## config.mk

```make
export PLATFORM = sky130hd
export DESIGN_NAME = gate_seq_3l_multi
export DESIGN_NICKNAME = d
export VERILOG_FILES = /design/src/rtl/gate_seq_3l_multi.sv
export SDC_FILE = /design/constraint.sdc
export NUM_CORES = 1
export LEC_CHECK = 0
export ABC_AREA = 1
export CAP_MARGIN = 30
export CORE_ASPECT_RATIO = 1.1
export CORE_UTILIZATION = 38
export CTS_CLUSTER_SIZE = 20
export DETAILED_ROUTE_END_ITERATION = 8
export SKIP_CTS_REPAIR_TIMING = 1
export SYNTH_ARGS = -nofsm -noshare
export SYNTH_HDL_FRONTEND = slang
export SYNTH_SLANG_ARGS = --single-unit
```

## constraint.sdc

```tcl
create_clock -name clk -period 3.9 [get_ports clk]
set_input_delay 1.17 -clock clk [delete_from_list [all_inputs] [get_ports clk]]
set_output_delay 1.17 -clock clk [all_outputs]
set_load 0.1 [all_outputs]
```

## src/rtl/gate_seq_3l_multi.sv

```systemverilog
// gate_seq_3l_multi: multi-leg 3-level NPC/ANPC gate sequencer.
// Ports: clk, rst (sync, active-high), ce, t_dead, t_min, topo, v_lev,
//   fault/fault_clr (GSEQ_FAULT_EN only) -> s_out, lev_out, busy, tripped.
// Each leg runs OFF/DEAD/HOLD with break-before-make dead time and a
// minimum dwell; P<->N always steps through the zero level.
// Optional trip latch is enabled by defining GSEQ_FAULT_EN.
module gate_seq_3l_multi #(
    parameter int N_LEG = 3,
    parameter int TW    = 8
) (
    input  logic               clk,
    input  logic               rst,
    input  logic               ce,
    input  logic [TW-1:0]      t_dead,
    input  logic [TW-1:0]      t_min,
    input  logic [1:0]         topo,
    input  logic [2*N_LEG-1:0] v_lev,
`ifdef GSEQ_FAULT_EN
    input  logic               fault,
    input  logic               fault_clr,
`endif
    output logic [6*N_LEG-1:0] s_out,
    output logic [2*N_LEG-1:0] lev_out,
    output logic [N_LEG-1:0]   busy,
    output logic               tripped
);

    typedef enum logic [1:0] {
        ST_OFF,
        ST_DEAD,
        ST_HOLD
    } state_t;

    localparam logic [1:0] LEV_N = 2'b00;
    localparam logic [1:0] LEV_Z = 2'b01;
    localparam logic [1:0] LEV_P = 2'b10;
    // No level applied yet: gate code is all-off.
    localparam logic [1:0] LEV_X = 2'b11;

    localparam logic [TW-1:0] CNT_ONE = {{(TW-1){1'b0}}, 1'b1};

    function automatic logic [5:0] lev_code(
        input logic [1:0] tp,
        input logic [1:0] lev
    );
        logic [5:0] c;
        c = 6'b000000;
        case (lev)
            LEV_P:   c = (tp == 2'd3) ? 6'b110001 : 6'b110000;
            LEV_Z:   c = (tp == 2'd3) ? 6'b011011 : 6'b011000;
            LEV_N:   c = (tp == 2'd3) ? 6'b001110 : 6'b001100;
            default: c = 6'b000000;
        endcase
        if (tp != 2'd1 && tp != 2'd3) begin
            c = 6'b000000;
        end
        return c;
    endfunction

    logic [1:0]    topo_eff;
    logic [1:0]    topo_q;
    logic [1:0]    topo_n;
    logic          reseed;
    logic          trip_q;
    logic [TW-1:0] td_eff;

    // Reserved topology code behaves as off.
    assign topo_eff = (topo == 2'd1 || topo == 2'd3) ? topo : 2'd0;
    assign td_eff   = (t_dead == '0) ? CNT_ONE : t_dead;

    // Topology is tracked per ce-cycle; a trip forgets it so that
    // clearing the trip re-seeds legs exactly as from OFF.
    always_comb begin
        topo_n = topo_q;
        reseed = 1'b0;
        if (trip_q) begin
            topo_n = 2'd0;
        end else if (ce) begin
            topo_n = topo_eff;
            reseed = (topo_q != 2'd0) && (topo_eff != 2'd0)
                     && (topo_eff != topo_q);
        end
    end

    always_ff @(posedge clk) begin
        if (rst) begin
            topo_q <= 2'd0;
        end else begin
            topo_q <= topo_n;
        end
    end

`ifdef GSEQ_FAULT_EN
    // Trip latch runs on every clk; set wins over clear.
    always_ff @(posedge clk) begin
        if (rst) begin
            trip_q <= 1'b0;
        end else if (fault) begin
            trip_q <= 1'b1;
        end else if (fault_clr) begin
            trip_q <= 1'b0;
        end
    end
`else
    assign trip_q = 1'b0;
`endif

    assign tripped = trip_q;

    for (genvar g = 0; g < N_LEG; g++) begin : g_leg
        state_t        st_q, st_d;
        logic [1:0]    cur_q, cur_d;
        logic [1:0]    tgt_q, tgt_d;
        logic [TW-1:0] dcnt_q, dcnt_d;
        logic [TW-1:0] wcnt_q, wcnt_d;
        logic [TW-1:0] wnext;
        logic [1:0]    req;
        logic [1:0]    step_lev;
        logic [5:0]    s_d, s_q;
        logic [1:0]    lev_d, lev_q;
        logic          busy_d, busy_q;

        assign req   = v_lev[2*g +: 2];
        assign wnext = (wcnt_q == '0) ? '0 : wcnt_q - CNT_ONE;
        // One step toward the request: P<->N goes via zero.
        assign step_lev = (cur_q == LEV_Z || req == LEV_Z) ? req : LEV_Z;

        always_comb begin
            st_d   = st_q;
            cur_d  = cur_q;
            tgt_d  = tgt_q;
            dcnt_d = dcnt_q;
            wcnt_d = wcnt_q;
            if (trip_q || (ce && topo_eff == 2'd0)) begin
                st_d   = ST_OFF;
                cur_d  = LEV_X;
                tgt_d  = LEV_X;
                dcnt_d = '0;
                wcnt_d = '0;
            end else if (ce && (st_q == ST_OFF || reseed)) begin
                st_d   = ST_DEAD;
                cur_d  = LEV_X;
                tgt_d  = LEV_Z;
                dcnt_d = td_eff;
                wcnt_d = '0;
            end else if (ce) begin
                unique case (st_q)
                    ST_DEAD: begin
                        if (dcnt_q <= CNT_ONE) begin
                            st_d   = ST_HOLD;
                            cur_d  = tgt_q;
                            dcnt_d = '0;
                            wcnt_d = t_min;
                        end else begin
                            dcnt_d = dcnt_q - CNT_ONE;
                        end
                    end
                    ST_HOLD: begin
                        wcnt_d = wnext;
                        if (wnext == '0 && req != LEV_X
                            && req != cur_q) begin
                            st_d   = ST_DEAD;
                            tgt_d  = step_lev;
                            dcnt_d = td_eff;
                        end
                    end
                    default: begin
                        st_d = ST_OFF;
                    end
                endcase
            end
        end

        // Outputs are decoded from next state and registered.
        always_comb begin
            s_d    = 6'b000000;
            busy_d = 1'b0;
            lev_d  = (cur_d == LEV_X) ? LEV_Z : cur_d;
            unique case (st_d)
                ST_DEAD: begin
                    s_d    = lev_code(topo_n, cur_d)
                             & lev_code(topo_n, tgt_d);
                    busy_d = 1'b1;
                end
                ST_HOLD: begin
                    s_d    = lev_code(topo_n, cur_d);
                    busy_d = (wcnt_d != '0);
                end
                default: begin
                    s_d = 6'b000000;
                end
            endcase
        end

        always_ff @(posedge clk) begin
            if (rst) begin
                st_q   <= ST_OFF;
                cur_q  <= LEV_X;
                tgt_q  <= LEV_X;
                dcnt_q <= '0;
                wcnt_q <= '0;
                s_q    <= 6'b000000;
                lev_q  <= LEV_Z;
                busy_q <= 1'b0;
            end else begin
                st_q   <= st_d;
                cur_q  <= cur_d;
                tgt_q  <= tgt_d;
                dcnt_q <= dcnt_d;
                wcnt_q <= wcnt_d;
                s_q    <= s_d;
                lev_q  <= lev_d;
                busy_q <= busy_d;
            end
        end

        assign s_out[6*g +: 6]   = s_q;
        assign lev_out[2*g +: 2] = lev_q;
        assign busy[g]           = busy_q;
    end

endmodule

```

Yosys cells after proc, flatten, opt, wreduce, memory -nomap -nowiden
Index checks and enable logic that the tools add are counted.
{"block": "word_totals", "out_inout_bits": 28, "inputBits": 27, "reg_bits": 95, "word_cells": 255}
{"block": "classes", "n_eq_ne": 48, "bitwise": 3, "n_mux": 115, "reduce_logical": 55, "addsub": 6, "magnitude_cmp": 3}
{"operator": "8-bit 2-to-1 mux", "count": 28}
{"operator": "6-bit one-hot mux with 3 select lines", "count": 6}
{"operator": "2-bit 2-to-1 mux", "count": 52}
{"operator": "8-bit one-hot mux with 2 select lines", "count": 6}
{"operator": "6-bit 2-to-1 mux", "count": 12}
{"operator": "8-bit zero test", "count": 7}
{"operator": "8-bit by 1-bit subtractor with 8-bit output (second input constant)", "count": 6}
{"operator": "2-bit by 1-bit == test with 1-bit output (second input constant)", "count": 19}
{"operator": "6-bit one-hot mux with 2 select lines", "count": 3}
{"operator": "2-bit == test (second input constant)", "count": 17}
{"operator": "8-bit by 1-bit <= comparator with 1-bit output (second input constant)", "count": 3}
{"operator": "8-bit nonzero test", "count": 3}
{"operator": "2-bit zero test", "count": 10}
{"operator": "6-bit bitwise AND", "count": 3}
{"operator": "1-bit logical AND", "count": 13}
{"operator": "2-bit one-hot mux with 2 select lines", "count": 3}
{"operator": "2-bit nonzero test", "count": 5}
{"operator": "3-bit != test (second input constant)", "count": 3}
{"operator": "3-bit AND reduction", "count": 3}
{"operator": "3-bit nonzero test", "count": 3}
{"operator": "2-bit != test", "count": 4}
{"operator": "2-bit != test (second input constant)", "count": 4}
{"operator": "2-bit OR reduction", "count": 4}
{"operator": "1-bit logical OR", "count": 7}
{"operator": "3 further kinds", "count": 6}

Logic depth before layout (Yosys ltp)
{"block": "logic_depth", "ltp_word": 17, "depth_mapped": 22, "depth_no_buf": 22}

Least setup slack after synthesis
Ideal clock, no wire load.
{"block": "synth_timing", "path_kind": "input -> register", "startpoint": "in ce", "endpoint": "reg g_leg[0].s_q[0]", "path_stages": 15, "path_slack_ps": 727, "arrival_time_ps": 3081, "path_buffers": 3, "t_required_ps": 3808, "path_cell_list": "buf_6 -> inv_1 -> buf_6 -> nor2_2 -> inv_1 -> buf_2 -> nand2_4 -> a21oi_1 -> nand2_1 -> inv_1 -> ha_1 -> nor2_1 -> inv_1 -> or2_2 -> nor4_1"}
{"item": "start, declared", "line_no": "13", "source": "input logic ce,"}
{"item": "1-bit 2-to-1 mux", "line_no": "78", "source": "end else if (ce) begin"}
{"item": "1-bit logical OR", "line_no": "140", "source": "end else if (ce && (st_q == ST_OFF || reseed)) begin"}
{"item": "1-bit logical AND", "line_no": "140"}
{"item": "2-bit 2-to-1 mux", "line_no": "140"}
{"item": "2-bit 2-to-1 mux (*)", "line_no": "134", "source": "if (trip_q || (ce && topo_eff == 2'd0)) begin"}
{"item": "net g_leg[0].st_d[1]", "line_no": "111", "source": "state_t st_q, st_d;"}
{"item": "2-bit == test / 2-bit by 1-bit == test with 1-bit output (equally long branches)", "line_no": "179", "source": "unique case (st_d)"}
{"item": "6-bit one-hot mux with 2 select lines (*)", "line_no": "179"}
{"item": "end signal, assigned", "line_no": "202", "source": "s_q <= 6'b000000;"}
{"item": "end signal, assigned", "line_no": "211", "source": "s_q <= s_d;"}
{"item": "end, declared", "line_no": "119", "source": "logic [5:0] s_d, s_q;"}
The timed path passes the listed nets; every way through them passes the cells marked *. The select of a mux whose other input is x is not followed.
A chain may end at the register's enable or synchronous reset.

Worst setup path in the final report
{"block": "layout_timing", "startpoint": "in v_lev[0]", "endpoint": "reg g_leg[0].s_q[0]"}
{"item": "start, declared", "line_no": "17", "source": "input logic [2*N_LEG-1:0] v_lev,"}
{"item": "2-bit != test", "line_no": "160", "source": "if (wnext == '0 && req != LEV_X"}
{"item": "1-bit logical AND", "line_no": "160"}
{"item": "1-bit logical AND (*)", "line_no": "161", "source": "&& req != cur_q) begin"}
{"item": "2-bit 2-to-1 mux (*)", "line_no": "160"}
{"item": "2-bit one-hot mux with 2 select lines (*)", "line_no": "147", "source": "unique case (st_q)"}
{"item": "2-bit 2-to-1 mux (*)", "line_no": "146", "source": "end else if (ce) begin"}
{"item": "2-bit 2-to-1 mux (*)", "line_no": "140"}
{"item": "2-bit 2-to-1 mux (*)", "line_no": "134"}
{"item": "net g_leg[0].st_d[1]", "line_no": "111"}
{"item": "2-bit == test / 2-bit by 1-bit == test with 1-bit output (equally long branches)", "line_no": "179"}
{"item": "6-bit one-hot mux with 2 select lines (*)", "line_no": "179"}
Marked as above.

==> results.md <==
- The worst hold path passes through 2 cells.
- The die span in x is 130 um.
- By area, the combinational part of the netlist is dominated by simple AND/OR/NAND/NOR gates.
- The tree is rooted in a sky130_fd_sc_hd__clkbuf_16.
- The synthesized netlist occupies a cell area of 6820 um2.
- The share of the synthesized netlist area taken by xor and xnor gates is 0.0180.
- Summed over all nets, the half-perimeter wirelength after detailed placement is 13.9 mm.
- The endpoint kind of the worst setup timing path is a flop.
- After detailed placement, the total cell area comes to 7580 um2.
- In the detailed route, the total length drawn on met2 is 8.12 mm.
- In this run, CTS created clock tree buffers numbering 9.
- The first global-routing pass estimated 30.5 mm of wire.
- The class of the most critical setup path is in -> reg.
- The number of flops mapped to enable cells by yosys is 0.
- The slew at the pin closest to its max-slew limit is 990 ps.
- During I/O placement, the number of pins put on the boundary was 55.
- The die is 143 um tall.
- The share of the core filled with cells in the final layout is 0.446.
- The cell count after synthesis came out at 1,086.
- Measured in cells, the most critical reg-to-reg path has a length of 20.
- The core area is 17,600 um2.
- Of the synthesized area, sequential elements account for 0.279.
- The number of hold violations in the final report was 0.
- The initial antenna violation count is 0.
- The library cells used most frequently in the layout, excluding fill and tap cells, are sky130_fd_sc_hd__nand2_1, sky130_fd_sc_hd__inv_1, sky130_fd_sc_hd__nor2_1, sky130_fd_sc_hd__nand3_1, sky130_fd_sc_hd__dfxtp_1.
- Of the total synthesized cell area, the portion taken by AND, OR, NAND and NOR gates is 0.378.
- The final setup violation count is 0.
- The average wire per cell in the routed design is 13.2 um.
- The cell area after layout is 7850 um2.
- The number of port buffers is 53.
- After floorplanning, the core was divided into 51 placement rows.
- Dividing the final minimum period by the clock period gives 0.898.
- Routability-driven placement finished with a final weighted congestion of 0.929.
- The DRC marker count from the first detailed-route iteration is 363.
- The clock latency on the worst-skew pair is 360 ps.
- The topmost layer with routed signal wires is met4.
- The static leakage is 3.78 nW.
- Counting every net in the synthesized netlist gives 1,166.
- The clock period could shrink to 3500 ps.
- The type of the tightest min-delay check is reg -> reg.
- Data on the critical path is required at its endpoint by 4160 ps.
- The die covers 18,500 um2.
- CTS built an H-tree with a depth of 3.
- The clock arrives with 10.2 ps of skew.
- The power density of the placed cells is 347 nW/um2.
- The total count of max-transition violations in the final report is 0.
- The detail route stage leaves a number of antenna-violating nets equal to 0.
- After global routing the overflow that remains totals 0.
- TritonCTS built the clock tree.
- Before antenna repair, the detailed router went through 5 iterations.
- The slack of the worst reg-to-reg path is 840 ps.
- The fraction of the mapped netlist area in compound gates is 0.120.
- The number of different library cells used by synthesis comes to 43.
- The amount of wire on met3 after detailed routing is 645 um.
- The antenna diode instance count is 0.
- The flop and latch count out of synthesis is 95.
- The startpoint type of the worst setup path is an input pin.
- The average instance in the mapped netlist occupies 6.28 um2.
- The number of global-route vias before repair is 6,416.
- The max-slew headroom at the worst pin is 0.338.
- The number of placed instances, taps included, is 1,362.
- The number of cells in the finished layout apart from fillers is 1,377.
- Leaving out fill and tap cells, the most frequent cell in the layout is sky130_fd_sc_hd__nand2_1.
- The detailed router put a total of 8.78 mm of wire on met1.
- After synthesis, the share of flip-flops with an asynchronous set or reset is 0.
- Of the cells placed in the final design, the portion with a size suffix greater than 1 is 0.0650.
- The post-detailed-route DRC marker count is 0.
- In the global route stage, overall resource usage came out at 0.207.
- Of all nets on the critical path, the largest fanout is 3.
- The post-synthesis to final-layout area growth is 15.1%.
- The dominant synthesized flop cell is sky130_fd_sc_hd__dfxtp_1.
- Setup total negative slack on the finished layout was measured at 0 ps.
- The wire length reported by the detailed router is 18.1 mm.
- Entering global routing, the biggest net connects 35 pins.
- The total via count in the routed design is 6,740.
- Final hold analysis gives a worst-case slack of 467 ps.
- IR analysis of the VDD net gives a maximum drop of 0.236 mV.
- The number of vias per cell after detailed routing is 4.89.
- Of the total synthesized cell area, the portion taken by full adders, half adders and majority gates is 0.0972.
- Setup repair after global routing left no endpoint under its margin.
- The clock input transition at the sequential cells of the worst setup and hold paths is 70 ps.
- The flow ran to the end, and the final reports show no timing, DRC or antenna violations.
- Clock tree synthesis found a total of 95 sinks.
- The maximum clock insertion buffer count is 2.
- The highest attainable clock frequency is 286 MHz.
- The proportion of synthesized area in mux cells is 0.
- After the last flow step, the layout net total stands at 1,215.
- For the worst setup path, the data arrival time is 3760 ps.
- The count of max-cap constraint violations is 0.
- The number of warnings printed during yosys synthesis is 0.
- The initial core utilization is 0.387.
[power by group]
part	internal, mW	leakage (nW)	total [mW]	switching, mW
logic	0.286	2.88	0.846	0.559
registers	1.01	0.771	1.03	0.0285
clock network	0.450	0.132	0.848	0.397
total	1.74	3.78	2.73	0.985
[state kept, by name (all words and copies together), names as in the netlist]
| signal | cells |
|---|---|
| g_leg.busy_q | 3 |
| g_leg.cur_q | 6 |
| g_leg.dcnt_q | 24 |
| g_leg.lev_q | 6 |
| g_leg.s_q | 18 |
| g_leg.st_q | 6 |
| g_leg.tgt_q | 6 |
| g_leg.wcnt_q | 24 |
| topo_q | 2 |
[cell families (layout without fill, tap and decap cells)]
group                      count (synthesis)  count (layout)
other                                      1               1
adders and majority gates                 53              53
xor gates and xnor gates                  14              14
DFF                                       95              95
AOI/OAI and AO/OA                        151             151
buffers and inverters                    179             232
and+or+nand+nor                          593             593
[worst max-delay path, cell delays in order]
cell	delay [ps]
sky130_fd_sc_hd__clkdlybuf4s50_1	450
sky130_fd_sc_hd__inv_1	50
sky130_fd_sc_hd__o21ai_0	140
sky130_fd_sc_hd__nand2_1	70
sky130_fd_sc_hd__nand2_1	90
sky130_fd_sc_hd__nand2_1	60
sky130_fd_sc_hd__nor2_1	90
sky130_fd_sc_hd__nand2_1	60
sky130_fd_sc_hd__nor2_2	170
sky130_fd_sc_hd__o21ai_0	110
sky130_fd_sc_hd__nand2_1	70
sky130_fd_sc_hd__nand2_1	40
sky130_fd_sc_hd__nand2_1	90
sky130_fd_sc_hd__inv_1	50
sky130_fd_sc_hd__ha_1	260
sky130_fd_sc_hd__nor2_1	150
sky130_fd_sc_hd__inv_1	70
sky130_fd_sc_hd__or2_2	280
sky130_fd_sc_hd__nor4_1	270
[routing by layer]
metal / up-vias / track usage
met2: 145 / 0.341
met3: 35 / 0.0233
met5: - / 0
met1: 3006 / 0.271
li1: 3554 / -
met4: 0 / 0.0949
[metrics by stage]
stage / power, mW / setup WS (ps)
after floorplan: 1.70 / 727
after global placement: 1.89 / 145
after detailed placement: 1.89 / 54.8
after CTS: 2.75 / 427
after global routing: 2.91 / 121
final: 2.73 / 399
[cell type report]
| cell class | instances | area [um2] |
|---|---|---|
| Fill cell | 1918 | 9760 |
| Multi-Input combinational cell | 812 | 4190 |
| Sequential cell | 95 | 1900 |
| Timing Repair Buffer | 67 | 631 |
| Inverter | 150 | 563 |
| Tap cell | 238 | 298 |
| Clock buffer | 11 | 243 |
| Clock inverter | 4 | 30.0 |
[Yosys cell counts (2+ instances only)]
cell type / n / area, um2
sky130_fd_sc_hd__nor2_2: 9 / 56.3
sky130_fd_sc_hd__nand2_2: 7 / 43.8
sky130_fd_sc_hd__buf_2: 5 / 25.0
sky130_fd_sc_hd__nand2_1: 286 / 1070
sky130_fd_sc_hd__a22oi_1: 5 / 37.5
sky130_fd_sc_hd__a21oi_1: 77 / 385
sky130_fd_sc_hd__nand2_4: 4 / 45.0
sky130_fd_sc_hd__o21a_1: 2 / 15.0
sky130_fd_sc_hd__buf_4: 4 / 30.0
sky130_fd_sc_hd__or2_2: 7 / 43.8
sky130_fd_sc_hd__inv_2: 8 / 30.0
sky130_fd_sc_hd__clkinv_1: 3 / 11.3
sky130_fd_sc_hd__nor2_1: 134 / 503
sky130_fd_sc_hd__nor2_4: 2 / 22.5
sky130_fd_sc_hd__nor4_1: 3 / 18.8
sky130_fd_sc_hd__o211ai_1: 8 / 60.1
sky130_fd_sc_hd__buf_6: 5 / 56.3
sky130_fd_sc_hd__nand3_1: 105 / 526
sky130_fd_sc_hd__nor3_1: 14 / 70.1
sky130_fd_sc_hd__inv_1: 139 / 522
sky130_fd_sc_hd__nor3b_1: 5 / 37.5
sky130_fd_sc_hd__clkbuf_1: 12 / 45.0
sky130_fd_sc_hd__a31oi_1: 2 / 12.5
sky130_fd_sc_hd__nand3b_1: 3 / 22.5
sky130_fd_sc_hd__ha_1: 53 / 663
sky130_fd_sc_hd__xnor2_1: 6 / 52.6
sky130_fd_sc_hd__o22ai_1: 9 / 56.3
sky130_fd_sc_hd__xor2_1: 8 / 70.1
sky130_fd_sc_hd__o21ai_0: 41 / 205
sky130_fd_sc_hd__buf_1: 2 / 7.51
sky130_fd_sc_hd__nand3_2: 4 / 40.0
sky130_fd_sc_hd__dfxtp_1: 95 / 1900
sky130_fd_sc_hd__nand4_1: 7 / 43.8
sky130_fd_sc_hd__o21ai_1: 3 / 15.0
[final timing paths]
kind,start,endpoint
setup / recovery,v_lev[0],g_leg[0].s_q[0]
hold / removal,g_leg[2].dcnt_q[5],g_leg[2].dcnt_q[5]
setup reg to reg,g_leg[1].wcnt_q[0],g_leg[1].s_q[1]
hold reg to reg,g_leg[2].dcnt_q[5],g_leg[2].dcnt_q[5]
No activity file was read; power rests on OpenSTA's default activity.
